[src/rtl/fpu_pkg.sv]
// ============================================================================
// Module   : fpu_pkg
// Purpose  : Shared FPU format definitions (field widths, bias, status codes).
// Revision : 1.0 - initial release
// ============================================================================
`default_nettype none

package fpu_pkg;

    localparam int FPU_SIGN_W   = 1;
    localparam int FPU_EXP_W    = 10;
    localparam int FPU_MANT_W   = 21;
    localparam int FPU_WORD_W   = FPU_SIGN_W + FPU_EXP_W + FPU_MANT_W;
    localparam int FPU_EXP_BIAS = 511;

    typedef enum logic [1:0] {
        OVERFLOW  = 2'd0,
        UNDERFLOW = 2'd1,
        EXACT     = 2'd2,
        INEXACT   = 2'd3
    } status_t;

endpackage : fpu_pkg

`default_nettype wire

[src/rtl/int_to_fp.sv]
// ============================================================================
// Module   : int_to_fp
// Purpose  : Converts a signed 32-bit integer to the FPU float format using
//            iterative one-bit-per-cycle normalization; truncates, no rounding.
// Revision : 1.0 - initial release
// ============================================================================
`default_nettype none

module int_to_fp
    import fpu_pkg::*;
#(
    parameter int EXP_BIAS = FPU_EXP_BIAS,
    parameter int INT_W    = 32
) (
    input  logic                  clock_100Khz,
    input  logic                  reset,
    input  logic                  in_valid,
    output logic                  in_ready,
    input  logic [INT_W-1:0]      int_in,
    output logic                  out_valid,
    input  logic                  out_ready,
    output logic [FPU_WORD_W-1:0] data_out,
    output status_t               status_out
);

    typedef enum logic [2:0] {
        IDLE = 3'd0,
        ABS  = 3'd1,
        NORM = 3'd2,
        PACK = 3'd3,
        DONE = 3'd4
    } conv_state_t;

    // Exponent of a magnitude whose MSB already sits in bit INT_W-1.
    localparam logic [FPU_EXP_W-1:0] C_EXP_INIT = FPU_EXP_W'(EXP_BIAS + INT_W - 1);
    localparam int                   C_LOW_W    = INT_W - 1 - FPU_MANT_W;

    conv_state_t          r_state;
    logic [INT_W-1:0]     r_int;
    logic                 r_sign;
    logic [INT_W-1:0]     r_mag;
    logic [FPU_EXP_W-1:0] r_exp;
    logic [INT_W-1:0]     w_abs;

    // -2^31 maps to itself, which reads correctly as an unsigned magnitude.
    assign w_abs    = r_int[INT_W-1] ? ((~r_int) + {{(INT_W-1){1'b0}}, 1'b1}) : r_int;
    assign in_ready = (r_state == IDLE);

    always_ff @(posedge clock_100Khz) begin
        if (reset) begin
            r_state    <= IDLE;
            r_int      <= '0;
            r_sign     <= 1'b0;
            r_mag      <= '0;
            r_exp      <= '0;
            out_valid  <= 1'b0;
            data_out   <= '0;
            status_out <= EXACT;
        end else begin
            case (r_state)
                IDLE: begin
                    if (in_valid) begin
                        r_int   <= int_in;
                        r_state <= ABS;
                    end
                end
                ABS: begin
                    r_sign  <= r_int[INT_W-1];
                    r_mag   <= w_abs;
                    r_exp   <= C_EXP_INIT;
                    r_state <= (w_abs == '0) ? PACK : NORM;
                end
                NORM: begin
                    if (!r_mag[INT_W-1]) begin
                        r_mag <= r_mag << 1;
                        r_exp <= r_exp - {{(FPU_EXP_W-1){1'b0}}, 1'b1};
                    end else begin
                        r_state <= PACK;
                    end
                end
                PACK: begin
                    if (r_mag == '0) begin
                        data_out   <= '0;
                        status_out <= EXACT;
                    end else begin
                        data_out   <= {r_sign, r_exp, r_mag[INT_W-2 -: FPU_MANT_W]};
                        status_out <= (r_mag[C_LOW_W-1:0] != '0) ? INEXACT : EXACT;
                    end
                    out_valid <= 1'b1;
                    r_state   <= DONE;
                end
                DONE: begin
                    if (out_ready) begin
                        out_valid <= 1'b0;
                        r_state   <= IDLE;
                    end
                end
                default: begin
                    out_valid <= 1'b0;
                    r_state   <= IDLE;
                end
            endcase
        end
    end

endmodule : int_to_fp

`default_nettype wire

[config.mk]
export PLATFORM = sky130hd
export DESIGN_NAME = int_to_fp
export DESIGN_NICKNAME = d
export VERILOG_FILES = /design/src/rtl/fpu_pkg.sv /design/src/rtl/int_to_fp.sv
export SDC_FILE = /design/constraint.sdc
export NUM_CORES = 1
export LEC_CHECK = 0
export BUFFER_PORTS_ARGS = -buffer_cell sky130_fd_sc_hd__clkbuf_2
export CELL_PAD_IN_SITES_DETAIL_PLACEMENT = 0
export CELL_PAD_IN_SITES_GLOBAL_PLACEMENT = 2
export CORE_MARGIN = 4
export CORE_UTILIZATION = 36
export CTS_CLUSTER_DIAMETER = 200
export CTS_CLUSTER_SIZE = 12
export DETAILED_ROUTE_END_ITERATION = 7
export HOLD_SLACK_MARGIN = 0.06
export PLACE_DENSITY_LB_ADDON = 0.1
export SYNTH_ARGS = -nofsm -noshare
export SYNTH_HDL_FRONTEND = slang
export SYNTH_SLANG_ARGS = --single-unit
[constraint.sdc]
create_clock -name clock_100Khz -period 5 [get_ports clock_100Khz]
set_input_delay 1 -clock clock_100Khz [delete_from_list [all_inputs] [get_ports clock_100Khz]]
set_output_delay 1 -clock clock_100Khz [all_outputs]
set_load 0.05 [all_outputs]
# == Word level (Yosys, flattened, before mapping) ==
# Cells that the tools add are included.
# op_classes
add_sub_neg,2
n_eq_ne,8
n_mux,15
bitwise_logic,2
reduce_logical,10
# ops
cell,count
32-bit 2-to-1 mux,3
32-bit logical NOT,2
32-bit one-hot mux with 2 select lines,1
32-bit by 1-bit adder with 32-bit output (second input constant),1
32-bit inverter,1
10-bit one-hot mux with 2 select lines,1
3-bit one-hot mux with 5 select lines,1
10-bit 2-to-1 mux,1
10-bit nonzero test,1
10-bit by 1-bit subtractor with 10-bit output (second input constant),1
3-bit 2-to-1 mux,3
2-bit inequality test (second input constant),4
3-bit by 2-bit equality test with 1-bit output (second input constant),2
2-bit AND reduction,3
1-bit 2-to-1 mux,4
3-bit by 1-bit equality test with 1-bit output (second input constant),1
3-bit equality test (second input constant),1
3-bit logical NOT,1
1-bit one-hot mux with 3 select lines,1
3-bit AND reduction,1
3-bit OR reduction,1
2-bit nonzero test,1
1-bit inverter,1
# word_totals
ff_bits,113
out_inout_bits,36
elab_cells,46

# == Longest topological paths before layout ==
# depth
ltp_word,6
mapped_depth,10

# == Worst setup path before layout ==
# Ideal clock, no wire load.
# synth_timing
path_kind,register -> register
start,register r_int[19]
end,register r_state[0]
setup_time_ps,57
arrival_ps,2790
t_required_ps,4943
slack_ps,2153
path_stages_with_launch,10
n_path_buf,2
path_cell_list,dfxtp_1 buf_6 or4_4 or4_1 buf_2 o41ai_2 xnor2_1 or4_1 nor4_1 a21o_1
# synth_between
elab_chain_cells,6
# synth_rtl
item,line_no,rtl
from (decl),int_to_fp.sv:39,logic [INT_W-1:0] r_int;
from (signal assigned),int_to_fp.sv:63,r_int <= int_in;
32-bit inverter,int_to_fp.sv:46,"assign w_abs = r_int[INT_W-1] ? ((~r_int) + {{(INT_W-1){1'b0}}, 1'b1}) : r_int;"
32-bit by 1-bit adder with 32-bit output,int_to_fp.sv:46,
32-bit 2-to-1 mux *,int_to_fp.sv:46,
32-bit logical NOT *,int_to_fp.sv:71,r_state <= (w_abs == '0) ? PACK : NORM;
1-bit 2-to-1 mux *,int_to_fp.sv:71,
3-bit one-hot mux with 5 select lines *,int_to_fp.sv:60,case (r_state)
to (signal assigned),int_to_fp.sv:71,
to (decl),int_to_fp.sv:38,conv_state_t r_state;
# Mark *: on every way between the ends. The rest lies on a longest branch, timed or not.
# A chain may end at the register's enable or synchronous reset.

# == Worst setup path after layout ==
# layout_timing
start,register r_int[0]
end,register r_state[0]
# The elaborated chain is that of the path after synthesis.

==> reports/qor.txt <==
Max transition margin: 30.40%
number of search-and-repair iterations in the first detailed-routing pass: 4
routability-driven placement congestion ratio: 0.8318
family with the most delay on the worst path: simple AND/OR/NAND/NOR gates
DIE AREA: 0.01665 sq mm
leakage component of the power: 2.168 nW
total CTS buffers: 9
hold slack: 0.4558 ns
synth warn: 0
Max IR drop VDD: 0.2029 mV
detailed-route wire length per cell: 16.05 um
path class of the lowest-slack min-delay path: reg2reg
Power Total: 2.694 mW
final critical delay including setup and external delays: 3.125 ns
antenna diode count: 0
ordered list of cells on the worst path: inv_1 -> ha_1 -> or3b_1 -> or4_1 -> or4_1 -> nor4b_1 -> a211oi_1 -> nor4_1 -> a21o_1
critical path endpoint category: flop
initial cell density of the core: 37.42%
via count: 4838
quantity of hold-fixing buffers added after cts: 0
CTS clock-pin slew for the worst setup and hold paths: 0.08 ns
total core area: 0.01410 sq mm
Final Routed Wirelength: 14.30 mm
Synthesized Nets: 712
final worst path period share: 62.50%
buffer cell driving the clock tree root: sky130_fd_sc_hd__clkbuf_16
clock tree from TritonCTS: yes
Final HPWL DP: 10.32 mm
number of standard cells after synthesis: 674
data arrival at the endpoint of the critical path: 3.43 ns
Critical Path RT: 5.30 ns
Layout Area Growth over Synthesis: 13.35%
outcome: completed
height of the chip: 129.1 um
initial detailed-routing violation count: 361
count of fill cells added during filler insertion: 1500
combined area of the multi-input logic cells: 0.002799 sq mm
Worst Path Buf+Inv: 1
vias in the first global route: 4620
maximum number of pins on one net before global-route repair: 87
number of synthesized flops with an enable pin: 0
via density per instance: 5.430
footprint of the flip-flops and latches: 0.002242 sq mm
count of port buffers added during placement: 70
Synth cell types: 56
Slowest cell on crit path: sky130_fd_sc_hd__or4_1
power per standard cell area: 450.5 mW/mm^2
part of the Yosys area used for sequential elements: 42.50%
number of maximum-capacitance constraint violations: 0
antenna-violating nets left: 0
number of top-level pins: 72
worst setup slack before clock tree synthesis: 1.915 ns
number of endpoints failing setup at the final stage: 0
largest stage delay on the critical path: 0.54 ns
average footprint of a synthesized cell: 7.826 sq um
final net count: 744
wire length of the first global-routing pass: 23.52 mm
critical path startpoint category: flop
clock net sink count: 112
Placement Rows: 43
most repeated library cell on the critical path: sky130_fd_sc_hd__or4_1
number of buffers inserted to repair setup after CTS: 0
Hold Fails Final Rpt: 0
remaining global-route overflow: 0
post-route DRC violation count: 0
setup repair after global routing missed its margin: false
smallest setup slack after layout: 1.875 ns
max-slew violation count: 0
initial antenna violation count: 0
Total GRT Usage: 17.47%
x dimension of the die: 129.1 um
worst setup path class: reg2reg
Max FO, Critical Path: 7
transition time at the pin with the least slew margin: 1.039 ns
H-tree levels: 3
share of synthesized flip-flops with an asynchronous set or reset: 0%
post-synthesis cell area: 0.005275 sq mm
Max Buffers Root-to-Sink: 2
maximum clock frequency: 0.3200 GHz
fraction of layout instances using a drive strength above 1: 14.49%
clock skew after layout: 0.007233 ns
Top FF cell, synth: sky130_fd_sc_hd__dfxtp_1
Fin Setup TNS: 0 ns
number of resized instances in the post-cts repair step: 0
clock latency at the later pin of the worst-skew pair: 0.35 ns
number of register bits inferred by synthesis: 112
[cells in the final DEF (no fill, tap or decap), drive strengths merged, types with 4 or more instances in the layout]
cell      n
buf       9
or3       8
dfxtp   112
xor2     11
a21oi    88
nor4     15
mux2i     4
nor4b     5
o21ai    12
inv       7
o31ai     9
nor2     55
a22oi    36
nor3b     4
clkbuf   79
a221oi    6
o41ai     6
nand2b    4
nor3     11
nand3     8
xnor2    26
nand2   147
or4      13
[through the flow]
stage	std cells	cell area [sq um]	util, %
2_1_floorplan	674	5275	-
3_3_place_gp	875	5698	40.42
3_5_place_dp	875	5698	40.42
4_1_cts	891	5979	42.42
5_1_grt	891	5979	42.42
6_report	891	5979	42.42
[sequential cells by signal, summed over array words and instances (netlist names)]
name and flops:
data_out 32, out_valid 1, r_exp 10, r_int 32, r_mag 32, r_sign 1
r_state 3, status_out 1
[Yosys cell counts (all sizes together) (4+ instances only)]
master	number	share of area, %
nand2	147	10
dfxtp	112	43
a21oi	88	8.3
nor2	55	3.9
clkbuf	50	3.6
a22oi	36	5.1
xnor2	26	4.3
nor4	15	1.8
or4	13	1.9
o21ai	12	1.1
nor3	11	1.0
xor2	11	1.8
o31ai	9	1.3
nand3	8	0.76
or3	8	0.95
buf	7	0.78
a221oi	6	1.0
o41ai	6	1.3
inv	5	0.36
nor4b	5	0.83
mux2i	4	0.76
nand2b	4	0.47
nor3b	4	0.57
[final timing paths]
kind               start          end  slack, ns  cells past startpoint
max             r_int[0]   r_state[0]       1.87                      9
min          data_out[8]  data_out[8]       0.46                      2
max reg2reg     r_int[0]   r_state[0]       1.87                      9
min reg2reg  data_out[8]  data_out[8]       0.46                      2
[kinds of logic (layout without fill, tap and decap cells)]
group,after synthesis,count (layout),synth area share (%)
and+or+nand+nor,284,284,24.76
AOI/OAI and AO/OA,171,171,20.37
DFF,112,112,42.50
buffers and inverters,62,99,4.696
xor gates and xnor gates,37,37,6.143
muxes,5,5,0.9725
adders and majority gates,2,2,0.4743
other,1,1,0.07109
[metal layers]
metal	vias to the layer above	part of all wire, %	GRT usage [%]
met5	-	0	0
met4	0	2.3	7.412
met3	15	4.1	2.638
met2	92	46	27.71
met1	2300	48	23.74
li1	2431	-	-
[layout make-up]
| class | count | area share [%] |
|---|---|---|
| Multi-Input combinational cell | 500 | 46.81 |
| Sequential cell | 112 | 37.50 |
| Timing Repair Buffer | 78 | 6.905 |
| Clock buffer | 10 | 3.997 |
| Tap cell | 180 | 3.766 |
| Clock inverter | 6 | 0.7114 |
| Inverter | 5 | 0.3139 |
[tightest hold or removal path, cell delays in order (launching register included)]
cell                      delay (ns)
sky130_fd_sc_hd__dfxtp_1        0.31
sky130_fd_sc_hd__nand2_1        0.05
sky130_fd_sc_hd__a21oi_1        0.05
[power by group]
group,switching [mW],total [mW],internal (mW)
registers,0.140,1.13,0.992
clock network,0.345,0.699,0.354
logic,0.548,0.862,0.314
Power figures use the tool's default switching activity.
